`config.mk`:
```
export PLATFORM = sky130hd
export DESIGN_NAME = jt9346_host_flat
export DESIGN_NICKNAME = d
export VERILOG_FILES = /design/src/rtl/jt9346_host_if.sv /design/src/rtl/jt9346_host.sv /design/src/flat_wrapper.sv
export SDC_FILE = /design/constraint.sdc
export NUM_CORES = 1
export LEC_CHECK = 0
export CAP_MARGIN = 20
export CORE_ASPECT_RATIO = 2
export CORE_MARGIN = 2
export CORE_UTILIZATION = 25
export CTS_BUF_LIST = sky130_fd_sc_hd__clkbuf_4
export DETAILED_ROUTE_END_ITERATION = 8
export PLACE_DENSITY_LB_ADDON = 0.05
export REMOVE_ABC_BUFFERS = 1
export SLEW_MARGIN = 15
export SYNTH_ARGS = -nofsm -noshare
export SYNTH_HDL_FRONTEND = slang
export SYNTH_SLANG_ARGS = --single-unit
```
`constraint.sdc`:
```
create_clock -name clk -period 3.5 [get_ports clk]
set_input_delay 0.35 -clock clk [delete_from_list [all_inputs] [get_ports clk]]
set_output_delay 0.35 -clock clk [all_outputs]
set_load 0.02 [all_outputs]
```
`src/rtl/jt9346_host_if.sv`:
```
// Command/response bus between a controller and the jt9346_host serial EEPROM master.
//   cmd_valid/cmd_ready : command handshake; cmd_op, cmd_addr, cmd_din are the payload
//   rsp_valid           : one-cycle completion pulse; rsp_dout, rsp_err qualify it
// master drives commands, slave (jt9346_host) answers.
interface jt9346_host_if #(
  parameter int unsigned AW = 6,
  parameter int unsigned DW = 16
);
  logic          cmd_valid;
  logic          cmd_ready;
  logic [1:0]    cmd_op;
  logic [AW-1:0] cmd_addr;
  logic [DW-1:0] cmd_din;
  logic          rsp_valid;
  logic [DW-1:0] rsp_dout;
  logic          rsp_err;

  modport master (
    output cmd_valid, cmd_op, cmd_addr, cmd_din,
    input  cmd_ready, rsp_valid, rsp_dout, rsp_err
  );

  modport slave (
    input  cmd_valid, cmd_op, cmd_addr, cmd_din,
    output cmd_ready, rsp_valid, rsp_dout, rsp_err
  );
endinterface

```
`src/rtl/jt9346_host.sv`:
```
// Host-side master for 93C46-style Microwire serial EEPROMs.
// Ports:
//   clk, rst_n : single rising-edge clock, asynchronous active-low reset
//   bus        : jt9346_host_if.slave command/response bus
//   scs        : EEPROM chip select (active high)
//   sclk       : EEPROM serial clock, CLKDIV clk cycles per half-period
//   sdi        : serial data towards the EEPROM
//   sdo        : serial data / ready-busy from the EEPROM (sampled directly)
module jt9346_host #(
  parameter int unsigned AW     = 6,
  parameter int unsigned DW     = 16,
  parameter int unsigned CLKDIV = 4,
  parameter int unsigned TOUT   = 65535
) (
  input  logic           clk,
  input  logic           rst_n,
  jt9346_host_if.slave   bus,
  output logic           scs,
  output logic           sclk,
  output logic           sdi,
  input  logic           sdo
);

  localparam int unsigned SLOT = 2 * CLKDIV;
  localparam int unsigned CW   = $clog2(SLOT + 1);
  localparam int unsigned TXW  = AW + 3 + DW;
  localparam int unsigned BW   = $clog2(TXW + 1);

  localparam logic [CW-1:0] CNT_RISE   = CW'(CLKDIV - 1);
  localparam logic [CW-1:0] CNT_END    = CW'(SLOT - 1);
  localparam logic [CW-1:0] CNT_PRE    = CW'(CLKDIV);
  localparam logic [BW-1:0] SEND_BITS  = BW'(AW + 3);
  localparam logic [BW-1:0] DATA_BITS  = BW'(DW);
  localparam logic [15:0]   POLL_START = 16'(SLOT);
  localparam logic [15:0]   POLL_LAST  = 16'(TOUT - 1);

  typedef enum logic [2:0] {
    IDLE, SEND, WDATA, RDATA, CSGAP, POLL, DONE
  } state_t;

  state_t         state_q;
  logic [CW-1:0]  cnt_q;
  logic [BW-1:0]  bit_q;
  logic           pre_q;
  logic [TXW-1:0] tx_q;
  logic [DW-1:0]  rd_q;
  logic [1:0]     op_q;
  logic [1:0]     ext_q;
  logic           err_q;
  logic [15:0]    poll_q;
  logic           scs_q;
  logic           sclk_q;
  logic           sdi_q;
  logic           ready_q;
  logic           rsp_valid_q;
  logic           rsp_err_q;
  logic [DW-1:0]  rsp_dout_q;

  logic [TXW-1:0] tx_d;
  logic [15:0]    poll_d;
  logic           slot_rise;
  logic           slot_end;
  logic           last_bit;
  logic           is_read;
  logic           to_wdata;
  logic           to_csgap;

  // Slot position decode and command class after the opcode is sent
  assign tx_d      = {tx_q[TXW-2:0], 1'b0};
  assign poll_d    = (poll_q == 16'hFFFF) ? poll_q : poll_q + 16'd1;
  assign slot_rise = (cnt_q == CNT_RISE);
  assign slot_end  = (cnt_q == CNT_END);
  assign last_bit  = (bit_q == BW'(1));
  assign is_read   = (op_q == 2'b10);
  assign to_wdata  = (op_q == 2'b01) || ((op_q == 2'b00) && (ext_q == 2'b01));
  assign to_csgap  = (op_q == 2'b11) || ((op_q == 2'b00) && (ext_q == 2'b10));

  // Sequencer: all outputs come straight from registers
  always_ff @(posedge clk or negedge rst_n) begin
    if (!rst_n) begin
      state_q     <= IDLE;
      cnt_q       <= '0;
      bit_q       <= '0;
      pre_q       <= 1'b0;
      tx_q        <= '0;
      rd_q        <= '0;
      op_q        <= 2'b00;
      ext_q       <= 2'b00;
      err_q       <= 1'b0;
      poll_q      <= '0;
      scs_q       <= 1'b0;
      sclk_q      <= 1'b0;
      sdi_q       <= 1'b0;
      ready_q     <= 1'b0;
      rsp_valid_q <= 1'b0;
      rsp_err_q   <= 1'b0;
      rsp_dout_q  <= '0;
    end else begin
      rsp_valid_q <= 1'b0;
      rsp_err_q   <= 1'b0;
      case (state_q)
        IDLE: begin
          if (!ready_q) begin
            ready_q <= 1'b1;
          end else if (bus.cmd_valid) begin
            // Preamble: start mid-slot with sclk held low so scs leads the first rise by one slot
            ready_q <= 1'b0;
            op_q    <= bus.cmd_op;
            ext_q   <= bus.cmd_addr[AW-1 -: 2];
            tx_q    <= {1'b1, bus.cmd_op, bus.cmd_addr, bus.cmd_din};
            bit_q   <= SEND_BITS;
            pre_q   <= 1'b1;
            cnt_q   <= CNT_PRE;
            err_q   <= 1'b0;
            scs_q   <= 1'b1;
            state_q <= SEND;
          end
        end

        SEND: begin
          cnt_q <= cnt_q + CW'(1);
          if (slot_rise && !pre_q) sclk_q <= 1'b1;
          if (slot_end) begin
            cnt_q  <= '0;
            sclk_q <= 1'b0;
            pre_q  <= 1'b0;
            if (pre_q || !last_bit) begin
              sdi_q <= tx_q[TXW-1];
              tx_q  <= tx_d;
              if (!pre_q) bit_q <= bit_q - BW'(1);
            end else if (is_read) begin
              sdi_q   <= 1'b0;
              bit_q   <= DATA_BITS;
              state_q <= RDATA;
            end else if (to_wdata) begin
              // Data word follows the address directly in the shift register
              sdi_q   <= tx_q[TXW-1];
              tx_q    <= tx_d;
              bit_q   <= DATA_BITS;
              state_q <= WDATA;
            end else if (to_csgap) begin
              sdi_q   <= 1'b0;
              scs_q   <= 1'b0;
              state_q <= CSGAP;
            end else begin
              sdi_q   <= 1'b0;
              scs_q   <= 1'b0;
              state_q <= DONE;
            end
          end
        end

        WDATA: begin
          cnt_q <= cnt_q + CW'(1);
          if (slot_rise) sclk_q <= 1'b1;
          if (slot_end) begin
            cnt_q  <= '0;
            sclk_q <= 1'b0;
            if (!last_bit) begin
              sdi_q <= tx_q[TXW-1];
              tx_q  <= tx_d;
              bit_q <= bit_q - BW'(1);
            end else begin
              sdi_q   <= 1'b0;
              scs_q   <= 1'b0;
              state_q <= CSGAP;
            end
          end
        end

        RDATA: begin
          cnt_q <= cnt_q + CW'(1);
          if (slot_rise) sclk_q <= 1'b1;
          if (slot_end) begin
            // Sample on the falling edge; first sample ends up in the MSB
            cnt_q  <= '0;
            sclk_q <= 1'b0;
            rd_q   <= DW'({rd_q, sdo});
            if (!last_bit) begin
              bit_q <= bit_q - BW'(1);
            end else begin
              scs_q   <= 1'b0;
              state_q <= DONE;
            end
          end
        end

        CSGAP: begin
          cnt_q <= cnt_q + CW'(1);
          if (slot_end) begin
            cnt_q   <= '0;
            scs_q   <= 1'b1;
            poll_q  <= '0;
            state_q <= POLL;
          end
        end

        POLL: begin
          // Ready/busy ignored until the EEPROM has had a full slot to drive it
          if ((poll_q >= POLL_START) && sdo) begin
            scs_q   <= 1'b0;
            err_q   <= 1'b0;
            cnt_q   <= '0;
            state_q <= DONE;
          end else if (poll_q >= POLL_LAST) begin
            scs_q   <= 1'b0;
            err_q   <= 1'b1;
            cnt_q   <= '0;
            state_q <= DONE;
          end else begin
            poll_q <= poll_d;
          end
        end

        DONE: begin
          cnt_q <= cnt_q + CW'(1);
          if (slot_end) begin
            cnt_q       <= '0;
            rsp_valid_q <= 1'b1;
            rsp_err_q   <= err_q;
            if (is_read) rsp_dout_q <= rd_q;
            state_q     <= IDLE;
          end
        end

        default: state_q <= IDLE;
      endcase
    end
  end

  assign scs           = scs_q;
  assign sclk          = sclk_q;
  assign sdi           = sdi_q;
  assign bus.cmd_ready = ready_q;
  assign bus.rsp_valid = rsp_valid_q;
  assign bus.rsp_err   = rsp_err_q;
  assign bus.rsp_dout  = rsp_dout_q;

endmodule

```
`src/flat_wrapper.sv`:
```
// flat-port wrapper written by rule: the top's interface ports become plain ports
module jt9346_host_flat 
#(
  parameter int unsigned AW     = 6,
  parameter int unsigned DW     = 16,
  parameter int unsigned CLKDIV = 4,
  parameter int unsigned TOUT   = 65535
)
  (clk, rst_n, scs, sclk, sdi, sdo, bus_cmd_valid, bus_cmd_op, bus_cmd_addr, bus_cmd_din, bus_cmd_ready, bus_rsp_valid, bus_rsp_dout, bus_rsp_err);
  jt9346_host_if #(.AW(AW), .DW(DW)) bus_i ();
  input  logic clk;
  input  logic rst_n;
  output logic scs;
  output logic sclk;
  output logic sdi;
  input  logic sdo;
  input wire logic [$bits(bus_i.cmd_valid)-1:0] bus_cmd_valid;
  input wire logic [$bits(bus_i.cmd_op)-1:0] bus_cmd_op;
  input wire logic [$bits(bus_i.cmd_addr)-1:0] bus_cmd_addr;
  input wire logic [$bits(bus_i.cmd_din)-1:0] bus_cmd_din;
  output wire logic [$bits(bus_i.cmd_ready)-1:0] bus_cmd_ready;
  output wire logic [$bits(bus_i.rsp_valid)-1:0] bus_rsp_valid;
  output wire logic [$bits(bus_i.rsp_dout)-1:0] bus_rsp_dout;
  output wire logic [$bits(bus_i.rsp_err)-1:0] bus_rsp_err;
  assign bus_i.cmd_valid = bus_cmd_valid;
  assign bus_i.cmd_op = bus_cmd_op;
  assign bus_i.cmd_addr = bus_cmd_addr;
  assign bus_i.cmd_din = bus_cmd_din;
  assign bus_cmd_ready = bus_i.cmd_ready;
  assign bus_rsp_valid = bus_i.rsp_valid;
  assign bus_rsp_dout = bus_i.rsp_dout;
  assign bus_rsp_err = bus_i.rsp_err;
  jt9346_host #(.AW(AW), .DW(DW), .CLKDIV(CLKDIV), .TOUT(TOUT)) u_core (.clk(clk), .rst_n(rst_n), .bus(bus_i), .scs(scs), .sclk(sclk), .sdi(sdi), .sdo(sdo));
endmodule
```
# Yosys cells after proc, flatten, opt, wreduce, memory -nomap -nowiden
# Cells that the tools add are included.
# classes
n_addsub,3
order_cmp,2
n_eq_ne,41
muxes,83
reduce_logical,35
# op_table
cell,n
$mux 25,8
$pmux 25 s3,1
$mux 16,4
$mux 5,9
$mux 3,14
$mux 1,32
$pmux 16 s2,1
$reduce_and 11->1,2
$pmux 3 s7,1
$mux 4,5
$ne 2x1->1 const B,10
$ne 2x2->1 const B,9
$add 16x1->16 const B,1
$eq 16x16->1 const B,1
$ge 16x16->1 const B,1
$ge 16x4->1 const B,1
$reduce_and 8->1,2
$pmux 5 s3,1
$ne 3x1->1 const B,4
$pmux 4 s3,1
$reduce_and 3->1,4
$reduce_and 4->1,3
$reduce_bool 2->1,5
$eq 3x3->1 const B,3
25 further kinds,41
# totals
regBits,97
in_bits,28
out_inout_bits,22
elab_cells,181

# Depth between registers and ports, before layout
# Gate-level depths: netlist of run 1.
# logic_depth
depth_word,9
depth_mapped,9
mapped_depth_nobuf,7

# Least setup slack after synthesis of run 1
# Ideal clock, no wire load.
# synth_timing
kind,reg-to-reg
from,reg u_core.cnt_q[0]
to,reg u_core.tx_q[10]
setup_time_ps,125
arrival_ps,2032
required_ps,3375
slack_ps,1343
path_stages_with_launch,8
path_buffers,2
period_less_slack_ps,2157
cell_sequence,dfrtp_1 > ha_1 > and3b_1 > buf_4 > o31ai_4 > a2111oi_4 > buf_6 > mux2_4
# synth_via
elab_chain_len,3
elab_cells_between_ends,4
classes_between,3 x eq/ne; 1 x reduce/logical
# synth_lines
item,line,source
from (decl),jt9346_host.sv:42,logic [CW-1:0] cnt_q;
from (signal assigned),jt9346_host.sv:121,cnt_q <= cnt_q + CW'(1);
from (signal assigned),jt9346_host.sv:154,cnt_q <= cnt_q + CW'(1);
from (signal assigned),jt9346_host.sv:172,cnt_q <= cnt_q + CW'(1);
$eq 4x3->1 *,jt9346_host.sv:72,assign slot_end = (cnt_q == CNT_END);
$ne 2x1->1 (no source line),-,
$reduce_and 8->1 (no source line) *,-,
to (signal assigned),jt9346_host.sv:110,"tx_q <= {1'b1, bus.cmd_op, bus.cmd_addr, bus.cmd_din};"
to (signal assigned),jt9346_host.sv:129,tx_q <= tx_d;
to (signal assigned),jt9346_host.sv:138,tx_q <= tx_d;
to (decl),jt9346_host.sv:45,logic [TXW-1:0] tx_q;
# Every way passes the cells marked *; elsewhere a longest branch is shown, timed or not.
# A chain may end at the register's enable or synchronous reset.

# Worst setup path after layout of run 1
# layout_timing
from,reg u_core.state_q[2]
to,reg u_core.rsp_dout_q[13] (netlist: u_core.bus.rsp_dout[13])
# layout_via
elab_chain_len,2
# layout_lines
item,line,source
from (decl),jt9346_host.sv:41,state_t state_q;
from (signal assigned),jt9346_host.sv:81,state_q <= IDLE;
from (signal assigned),jt9346_host.sv:116,state_q <= SEND;
from (signal assigned),jt9346_host.sv:134,state_q <= RDATA;
$eq 3x3->1,jt9346_host.sv:101,case (state_q)
$reduce_and 3->1 (no source line),-,
to (signal assigned),jt9346_host.sv:221,if (is_read) rsp_dout_q <= rd_q;
to (decl),jt9346_host.sv:57,logic [DW-1:0] rsp_dout_q;
# Every way passes these cells.

==> results of run 1 <==
## flip-flops by register name (all words and copies together) (netlist names)
signal / cells
u_core.cnt_q: 4
u_core.bus.rsp_valid: 1
u_core.tx_q: 25
u_core.bit_q: 5
u_core.poll_q: 16
u_core.pre_q: 1
u_core.bus.rsp_dout: 16
u_core.scs: 1
u_core.state_q: 3
u_core.op_q: 2
u_core.bus.cmd_ready: 1
u_core.sdi: 1
u_core.sclk: 1
u_core.ext_q: 2
u_core.bus.rsp_err: 1
u_core.err_q: 1
u_core.rd_q: 16
## cell families after synthesis
logic type / Yosys count / synth area share, %
AO/OA/AOI/OAI: 78 / 11.4
flip-flops: 97 / 49.0
XOR/XNOR: 3 / 0.531
AND/OR/NAND/NOR: 107 / 12.5
buffers and inverters: 34 / 3.59
adder cells (fa/ha/maj): 5 / 1.26
multiplexers: 89 / 21.7
## critical path: stages, from the launching register on
cell     delay [ns]
dfrtp_1        0.87
nand2_1        0.19
nor3_1         0.30
and3_1         0.79
mux2_2         0.41
## path summary, 6_finish.rpt
check | end | depth (start not counted) | slack (ns)
hold / removal | u_core.bus.rsp_err | 2 | 0.47
setup reg to reg | u_core.bus.rsp_dout[13] | 4 | 0.83
max in group asynchronous | u_core.rd_q[3] | 3 | 2.32
setup / recovery | u_core.bus.rsp_dout[13] | 4 | 0.83
hold reg to reg | u_core.tx_q[23] | 1 | 0.52
min in group clk | u_core.ext_q[1] | 3 | 0.47
## per-layer routing
metal / part of all wire, % / vias up / GRT usage, %
li1: - / 1630 / -
met1: 38 / 1735 / 13.3
met2: 57 / 70 / 23.1
met3: 2.9 / 16 / 2.09
met4: 2.6 / 0 / 5.79
met5: 0 / - / 0
## power by group
| group | switching [W] | internal, W | total [W] |
|---|---|---|---|
| logic | 0.000997 | 0.00113 | 0.00213 |
| registers | 0.000400 | 0.00148 | 0.00188 |
| clock network | 0.000394 | 0.000305 | 0.000699 |
| total | 0.00179 | 0.00292 | 0.00471 |
## metrics by stage
stage	cells	hold WS (ns)	setup WS, ns	utilization, %
2_1_floorplan	393	0.0544	0.463	-
3_3_place_gp	708	0.487	0.945	29.5
3_5_place_dp	708	0.490	0.845	29.5
4_1_cts	725	0.428	0.825	30.3
5_1_grt	726	0.444	0.636	30.4
6_report	726	0.470	0.827	30.4
## what timing repair did
| item | 4_1_cts | 5_1_grt |
|---|---|---|
| buffers inserted | 0 | 0 |
| hold buffers | 1 | 0 |
| endpoints found under the hold margin | 56 | 0 |
| resized for setup | 0 | 0 |
## final cells by class
class | instances | area [um^2] | share of cell area (%)
flip-flops and latches | 97 | 2430 | 41.3
multi-input cells | 282 | 2350 | 39.9
repair buffers | 57 | 563 | 9.57
well taps | 259 | 324 | 5.51
clock buffers | 11 | 82.6 | 1.40
clock inverters | 5 | 80.1 | 1.36
inverters | 14 | 52.6 | 0.894
diodes | 1 | 2.50 | 0.0426
## placed cells by master (no fill, tap or decap), drive strengths merged, types with 3 or more instances in the layout
master          n
o31ai          12
a21o            3
nand2b          5
buf             8
nand2          19
a31oi           3
nand4           4
nor2           14
mux2i           3
nor3           13
and3            6
clkdlybuf4s50  48
ha              5
o21ai          13
or4            11
inv            13
o21a            4
clkbuf         11
mux2           86
o2bb2ai         5
a21oi          18
dfrtp          97
nand3b          5
nor4            6
and4            3
nand3          12
==> impl_metrics.csv, run 1 <==
group,metric,value,unit
outcome,outcome,"finished, final reports clean",
sta,skew,0.0165,ns
yosys,yosysSeqAreaShare,49.0,%
floorplanning,io_pins,50,
floorplanning,dieWidth,104,um
placement,numPortBuffers,49,
routing,drt_first_pass_iters,4,
routing,via_count,3451,
global_route,grt_pass1_vias,3515,
clock_tree,numCtsBuffers,9,
yosys,yosysMostFrequentCell,"dfrtp_1",
global_route,antenna_found_initial,1,
yosys,synth_enable_flop_cells,0,
clock_tree,cts-root-buf,"clkbuf_4",
cells_and_area,nets,494,
floorplanning,num_rows,72,
critical_path,r2r_start,"u_core.state_q[2]",
yosys,synthFlopType,"dfrtp_1",
sta,maxSlewHeadroom,41.4,%
clock_tree,clkSlewWorstSetupHoldPaths,0.16,ns
clock_tree,clock_latency,0.48,ns
power_and_ir_drop,powerDensity,801,nW/um^2
global_route,grt_max_degree,58,
clock_tree,htreeDepth,3,
yosys,synthCells,413,
power_and_ir_drop,total_power,0.00471,W
worst_hold_path,hold_class,"in2async",
routing,drc_errors,0,
cells_and_area,fillers,2047,
critical_path,criticalPathCategory,"reg2reg",
critical_path,end_kind,"flop",
routing,routedWlPerCell,17.2,um
yosys,synth_top_area_cell,"dfrtp_1",
power_and_ir_drop,p_leak,2.41,nW
placement,place_congestion,0.826,
yosys,synth_top_area_share,49.0,%
yosys,ys_ff_latch,97,
critical_path,worstPathMaxFanout,21,
floorplanning,core,19400,um^2
cells_and_area,design_area,5880,um^2
run,cap_violations,0,
sta,min_period,2.67,ns
clock_tree,cts_tree,"done",
sta,finalSetupViolCount,0,
routing,routed_wl,12500,um
critical_path,worstPathArrival,3.05,ns
yosys,syn_area,4950,um^2
critical_path,startpoint,"u_core.state_q[2]",
cells_and_area,layout-drive-gt1-share,25.8,%
floorplanning,die_area,21000,um^2
sta,max_freq,374,MHz
yosys,avgSynthCellArea,12.0,um^2
critical_path,cp-start-kind,"flop",
yosys,synth_cell_type_count,61,
clock_tree,clk_path_buf_depth,2,
routing,dr.first_iter.drc_count,145,
sta,final_max_slew_viol_count,0,
routing,ant_nets,0,
yosys,yosys-top-cells-count,"dfrtp_1, mux2_2, mux2_4, nand2_1, a21oi_1",
clock_tree,clock_sinks,97,
global_route,overflow,0,
global_route,grt_pass1_wl,19800,um
global_route,grt_usage,12.3,%
yosys,ys_async_sr_fraction,100,%
cells_and_area,areaGrowthSynthToFinish,18.7,%
routing,routed_via_density,4.75,
sta,worstMarginPinSlew,0.879,ns
yosys,yosys_warnings,0,
sta,timing.final.crit_share,76.4,%
placement,dpl_cell_area,5710,um^2
sta,grt_setup_unrepaired,"no",
floorplanning,start_util,25.6,%
placement,hpwl,8940,um
sta,hold_viol,0,
sta,setup_tns,0,ns
floorplanning,die-height,203,um
critical_path,crit_required,3.88,ns
power_and_ir_drop,ir_drop,0.305,mV
yosys,synth_area_leaders,"dfrtp_1, mux2_2, mux2_4, a21oi_1, o31ai_1",
(Power assumes the default switching activity.)
==> run 2, diff against run 1 <==
==> constraint.sdc (replaced) <==
create_clock -name clk -period 2.4 [get_ports clk]
set_input_delay 0.24 -clock clk [delete_from_list [all_inputs] [get_ports clk]]
set_output_delay 0.24 -clock clk [all_outputs]
set_load 0.02 [all_outputs]
==> run 2 against run 1 <==
Core utilization increased by 1.3 points. Largest power group unchanged. Sequential share of layout area decreased by 1.7 points. Final cell count increased by 4.0%. Count of clock-buffer cells in the layout decreased by 2. Critical path type unchanged. Global-route usage increased by 0.094 points.
==> impl_metrics.csv, run 2 (synthesis results as in run 1) <==
group,metric,value,unit
outcome,outcome,"finished, final reports clean",
routing,routed_wl,12400,um
sta,hold_viol,0,
routing,dr.first_iter.drc_count,98,
critical_path,reg2regPathDepth,8,
placement,numPortBuffers,49,
sta,max_freq,446,MHz
sta,worstMarginPinSlew,0.587,ns
critical_path,criticalPathCategory,"reg2reg",
floorplanning,io_pins,50,
routing,met2_length,6980,um
placement,place_ws,0.0530,ns
routing,met1_length,4860,um
critical_path,rrSetupSlack,0.16,ns
global_route,grt_usage,12.4,%
sta,final_max_slew_viol_count,0,
sta,maxSlewHeadroom,60.6,%
routing,ant_nets,0,
floorplanning,die-height,203,um
cells_and_area,areaGrowthSynthToFinish,23.9,%
critical_path,endpoint,"u_core.bus.rsp_dout[4]",
floorplanning,dieWidth,104,um
placement,place_congestion,0.754,
cells_and_area,nets,522,
cells_and_area,top_register,"u_core.tx_q",
global_route,grt_pass1_vias,3752,
critical_path,worst_path_max_delay_cell,"dfrtp_1",
critical_path,startpoint,"u_core.cnt_q[0]",
power_and_ir_drop,powerDensity,1150,nW/um^2
critical_path,path_cells,"ha_1 -> buf_4 -> nand3b_1 -> buf_4 -> nor3_1 -> and3_1 -> buf_12 -> mux2_2",
clock_tree,cts-root-buf,"clkbuf_4",
worst_hold_path,hold_class,"in2async",
critical_path,r2r_start,"u_core.cnt_q[0]",
power_and_ir_drop,p_leak,2.56,nW
floorplanning,num_rows,72,
clock_tree,clock_sinks,97,
power_and_ir_drop,ir_drop,0.492,mV
critical_path,r2r_end,"u_core.bus.rsp_dout[4]",
cells_and_area,layout-drive-gt1-share,30.4,%
critical_path,cp-start-kind,"flop",
routing,routedWlPerCell,16.4,um
clock_tree,clk_path_buf_depth,2,
cells_and_area,fillers,1993,
critical_path,critPathMostFrequentCell,"buf_4",
cells_and_area,design_area,6140,um^2
sta,grt_setup_unrepaired,"no",
critical_path,crit_required,2.82,ns
critical_path,worstPathMaxFanout,16,
routing,drc_errors,0,
critical_path,worstPathArrival,2.66,ns
clock_tree,numCtsBuffers,9,
clock_tree,clock_latency,0.53,ns
sta,skew,0.0243,ns
clock_tree,cts_tree,"done",
sta,finalSetupViolCount,0,
cells_and_area,largest_register_ffs,25,
cells_and_area,final-seq-area,2430,um^2
placement,dpl_cell_area,5970,um^2
global_route,grt_max_degree,45,
critical_path,end_kind,"flop",
floorplanning,core,19400,um^2
sta,min_period,2.24,ns
run,cap_violations,0,
sta,timing.final.crit_share,93.4,%
global_route,overflow,0,
floorplanning,die_area,21000,um^2
clock_tree,htreeDepth,3,
global_route,grt_pass1_wl,20200,um
sta,final.setup.worst_slack,0.159,ns
cells_and_area,multi_input_area,2360,um^2
routing,wl_met3,273,um
power_and_ir_drop,total_power,0.00709,W
routing,drt_first_pass_iters,4,
routing,routed_via_density,4.66,
cells_and_area,final_cell_mix,"dfrtp_1, mux2_2, clkdlybuf4s50_1",
cells_and_area,final_common_cell,"dfrtp_1",
routing,via_count,3517,
floorplanning,start_util,25.6,%
critical_path,slowest_delay,0.43,ns
placement,hpwl,9040,um
global_route,antenna_found_initial,2,
clock_tree,clkSlewWorstSetupHoldPaths,0.17,ns
routing,top_layer,"met4",
run 2: changes by cell type in the layout (fill, tap and decap cells not counted), moves of 2 or more:
cell,change
buf_4,+24
buf_12,+4
inv_6,+2
clkbuf_4,-2
run 2: repair_timing:
item / CTS / global route
buffers inserted: 0 / 0
gates resized for setup: 1 / 2
setup endpoints to repair: 1 / 6
hold endpoints to repair: 28 / 0
hold buffers: 1 / 0
run 2: metrics by stage:
stage	hold slack (ns)	utilization, %	cells	TNS [ns]
2_1_floorplan	-0.0556	-	393	-14.34
3_3_place_gp	0.211	30.8	736	0
3_5_place_dp	0.220	30.8	736	0
4_1_cts	0.176	31.6	753	0
5_1_grt	0.182	31.7	755	0
6_report	0.179	31.7	755	0
run 2: cell type report:
| cell class | count | share of cell area (%) |
|---|---|---|
| antenna | 2 | 0.0815 |
| clock buffer | 9 | 1.10 |
| tap | 259 | 5.28 |
| timing repair buffer | 85 | 13.4 |
| multi-input combinational | 282 | 38.5 |
| clock inverter | 7 | 1.26 |
| sequential | 97 | 39.5 |
| inverter | 14 | 0.856 |
run 2: power breakdown:
part / switching (W) / internal, W / leakage, nW / total [W]
clock: 0.000641 / 0.000327 / 0.0725 / 0.000969
combinational: 0.00155 / 0.00189 / 1.27 / 0.00344
sequential: 0.000519 / 0.00216 / 1.22 / 0.00268
run 2: layer usage:
metal | vias to the layer above | global-route usage (%)
li1 | 1687 | -
met1 | 1770 | 12.5
met2 | 43 | 23.8
met3 | 17 | 2.50
met4 | 0 | 5.98
met5 | - | 0
run 2: worst min-delay path by stage:
stage / from / to / slack, ns / cells past startpoint
finish: rst_n / u_core.state_q[2] / 0.18 / 2
global route: rst_n / u_core.tx_q[20] / 0.18 / 2
CTS: rst_n / u_core.state_q[2] / 0.18 / 2
detailed placement: rst_n / u_core.bus.rsp_valid / 0.22 / 1
global placement: rst_n / u_core.bus.rsp_valid / 0.21 / 1
floorplan: rst_n / u_core.bit_q[0] / -0.06 / 0
run 2: worst max-delay path: cells and delay by family, from the launching register on:
family / cells / cell delay, ns
buffers and inverters: 3 / 0.50
multiplexers: 1 / 0.35
AND/OR/NAND/NOR: 3 / 0.65
adder cells (fa/ha/maj): 1 / 0.18
flip-flops: 1 / 0.43
==> run 3, diff against run 2 <==
--- a/config.mk
+++ b/config.mk
@@ -11,6 +11,7 @@
 export CORE_UTILIZATION = 25
 export CTS_BUF_LIST = sky130_fd_sc_hd__clkbuf_4
 export DETAILED_ROUTE_END_ITERATION = 8
+export GPL_TIMING_DRIVEN = 0
 export PLACE_DENSITY_LB_ADDON = 0.05
 export REMOVE_ABC_BUFFERS = 1
 export SLEW_MARGIN = 15
==> run 3 against run 2 <==
Sequential share of layout area increased by 0.97 points. Via count about the same. Power decreased by 2.7%. Die area unchanged. Clock power decreased by 14%. Sequential power increased by 4%. Wire length increased by 1.2%. Setup slack got worse by 0.084 ns. Sequential cell count unchanged. Final cell count decreased by 3.3%.
==> impl_metrics.csv, run 3 (synthesis results as in run 1) <==
group,metric,value,unit
outcome,outcome,"finished, final reports clean",
power_and_ir_drop,ir_drop,0.480,mV
cells_and_area,top_register,"u_core.tx_q",
floorplanning,die-height,203,um
sta,final_max_slew_viol_count,0,
global_route,use_met3,2.09,%
placement,hpwl,8540,um
routing,drc_errors,0,
global_route,grt_pass1_wl,20200,um
power_and_ir_drop,internal_power,0.00416,W
floorplanning,core,19400,um^2
placement,place_congestion,0.804,
cells_and_area,nets,498,
sta,maxSlewHeadroom,51.7,%
clock_tree,clkSlewWorstSetupHoldPaths,0.17,ns
sta,hold_viol,0,
cells_and_area,fin_util,31.0,%
placement,dpl_cell_area,5720,um^2
sta,finalSetupViolCount,0,
critical_path,worstPathMaxFanout,28,
routing,via_count,3520,
global_route,grt_max_degree,73,
cells_and_area,finalNonFillerCells,730,
critical_path,r2r_start,"u_core.poll_q[11]",
routing,ant_nets,0,
clock_tree,clock_sinks,97,
critical_path,end_kind,"flop",
global_route,grt.busiest_layer,"met2",
clock_tree,cts_tree,"done",
worst_hold_path,hold_class,"in2async",
floorplanning,io_pins,50,
sta,skew,0.0279,ns
sta,timing.final.crit_share,96.9,%
cells_and_area,fillers,1993,
power_and_ir_drop,powerDensity,1150,nW/um^2
critical_path,worstPathArrival,2.77,ns
critical_path,rrSetupSlack,0.08,ns
cells_and_area,final_common_cell,"dfrtp_1",
placement,dp_cells,705,
power_and_ir_drop,p_leak,2.45,nW
critical_path,cp-start-kind,"flop",
global_route,antenna_found_initial,1,
power_and_ir_drop,p_sw_share,39.7,%
cells_and_area,largest_register_ffs,25,
cells_and_area,layout-drive-gt1-share,28.9,%
critical_path,crit_required,2.85,ns
critical_path,reg2regPathDepth,5,
placement,numPortBuffers,49,
floorplanning,num_rows,72,
critical_path,r2r_end,"u_core.poll_q[13]",
routing,routedWlPerCell,17.2,um
power_and_ir_drop,seqPwrFrac,40.5,%
power_and_ir_drop,combinationalPowerShare,47.5,%
floorplanning,die_area,21000,um^2
cells_and_area,areaGrowthSynthToFinish,21.3,%
routing,dr.first_iter.drc_count,86,
power_and_ir_drop,p_switching,0.00274,W
global_route,grt_use_met1,13.0,%
sta,worstMarginPinSlew,0.722,ns
clock_tree,numCtsBuffers,9,
clock_tree,cts-root-buf,"clkbuf_4",
floorplanning,start_util,25.6,%
critical_path,criticalPathCategory,"reg2reg",
clock_tree,htreeDepth,3,
sta,max_freq,430,MHz
global_route,grt_usage,12.4,%
clock_tree,clk_path_buf_depth,2,
routing,drt_first_pass_iters,4,
floorplanning,dieWidth,104,um
run,cap_violations,0,
global_route,grt_pass1_vias,3799,
cells_and_area,final_cell_mix,"dfrtp_1, mux2_2, clkdlybuf4s50_1",
power_and_ir_drop,p_clk_share,12.0,%
routing,routed_via_density,4.82,
power_and_ir_drop,total_power,0.00690,W
routing,routed_wl,12600,um
global_route,overflow,0,
global_route,gr-usage-met2,22.2,%
cells_and_area,design_area,6010,um^2
sta,min_period,2.32,ns
clock_tree,clock_latency,0.51,ns
==> run 3: cell types whose count changed in the layout (fill, tap and decap cells not counted), sizes merged, moves of 2 or more <==
cell / change
clkinv: +2
buf: -26
inv: -3
clkinvlp: +2
==> run 3: critical path: stages, from the launching register on <==
cell,delay [ns]
dfrtp_1,0.47
nor4_1,0.42
a41oi_2,0.31
a22o_4,0.40
or4_1,0.50
a21oi_1,0.17
==> run 3: cell type report <==
cell class	count	area [um^2]	share of cell area [%]
antenna	1	2.50	0.0417
clock buffer	9	67.6	1.12
clock inverter	7	47.5	0.792
inverter	14	52.6	0.875
multi-input combinational	284	2470	41.1
sequential	97	2430	40.5
tap	259	324	5.39
timing repair buffer	59	613	10.2
==> run 3: how the worst max path moves through the flow <==
stage | startpoint | end | slack, ns | cells past startpoint
floorplan | u_core.cnt_q[0] | u_core.tx_q[0] | -0.64 | 5
global placement | rst_n | u_core.bus.rsp_dout[11] | -2.99 | 1
detailed placement | u_core.state_q[0] | u_core.poll_q[13] | -0.53 | 5
CTS | u_core.cnt_q[0] | u_core.bus.rsp_dout[2] | 0.02 | 5
global route | u_core.poll_q[6] | u_core.poll_q[3] | -0.02 | 5
finish | u_core.poll_q[11] | u_core.poll_q[13] | 0.08 | 5
==> run 3: power by group through the flow <==
stage	clock (W)	sequential [W]	combinational (W)
floorplan	0	0.00262	0.00238
global placement	0	0.00277	0.00304
detailed placement	0	0.00278	0.00315
CTS	0.000885	0.00276	0.00323
global route	0.000959	0.00288	0.00362
finish	0.000829	0.00279	0.00328
==> run 3: timing repair <==
item / in CTS / in global routing
setup endpoints to repair: 79 / 70
resized for setup: 10 / 12
pin swaps: 1 / 4
hold buffers: 1 / 0
hold endpoints to repair: 97 / 0
cloned: 0 / 2
setup buffers: 3 / 2
==> run 3: per-layer routing <==
metal / part of all wire, % / routed length (um)
met5: 0 / 0
met4: 4.0 / 499
met3: 2.7 / 341
met2: 55 / 6880
met1: 39 / 4850
==> run 3: metrics by stage <==
stage / TNS (ns) / hold slack (ns) / worst slack, ns
final: 0 / 0.143 / 0.0751
after global routing: -0.0373 / 0.135 / -0.0242
after CTS: 0 / 0.123 / 0.0189
after detailed placement: -26.80 / 0.129 / -0.526
after global placement: -342.59 / 0.489 / -2.99
after floorplan: -14.34 / -0.0556 / -0.637
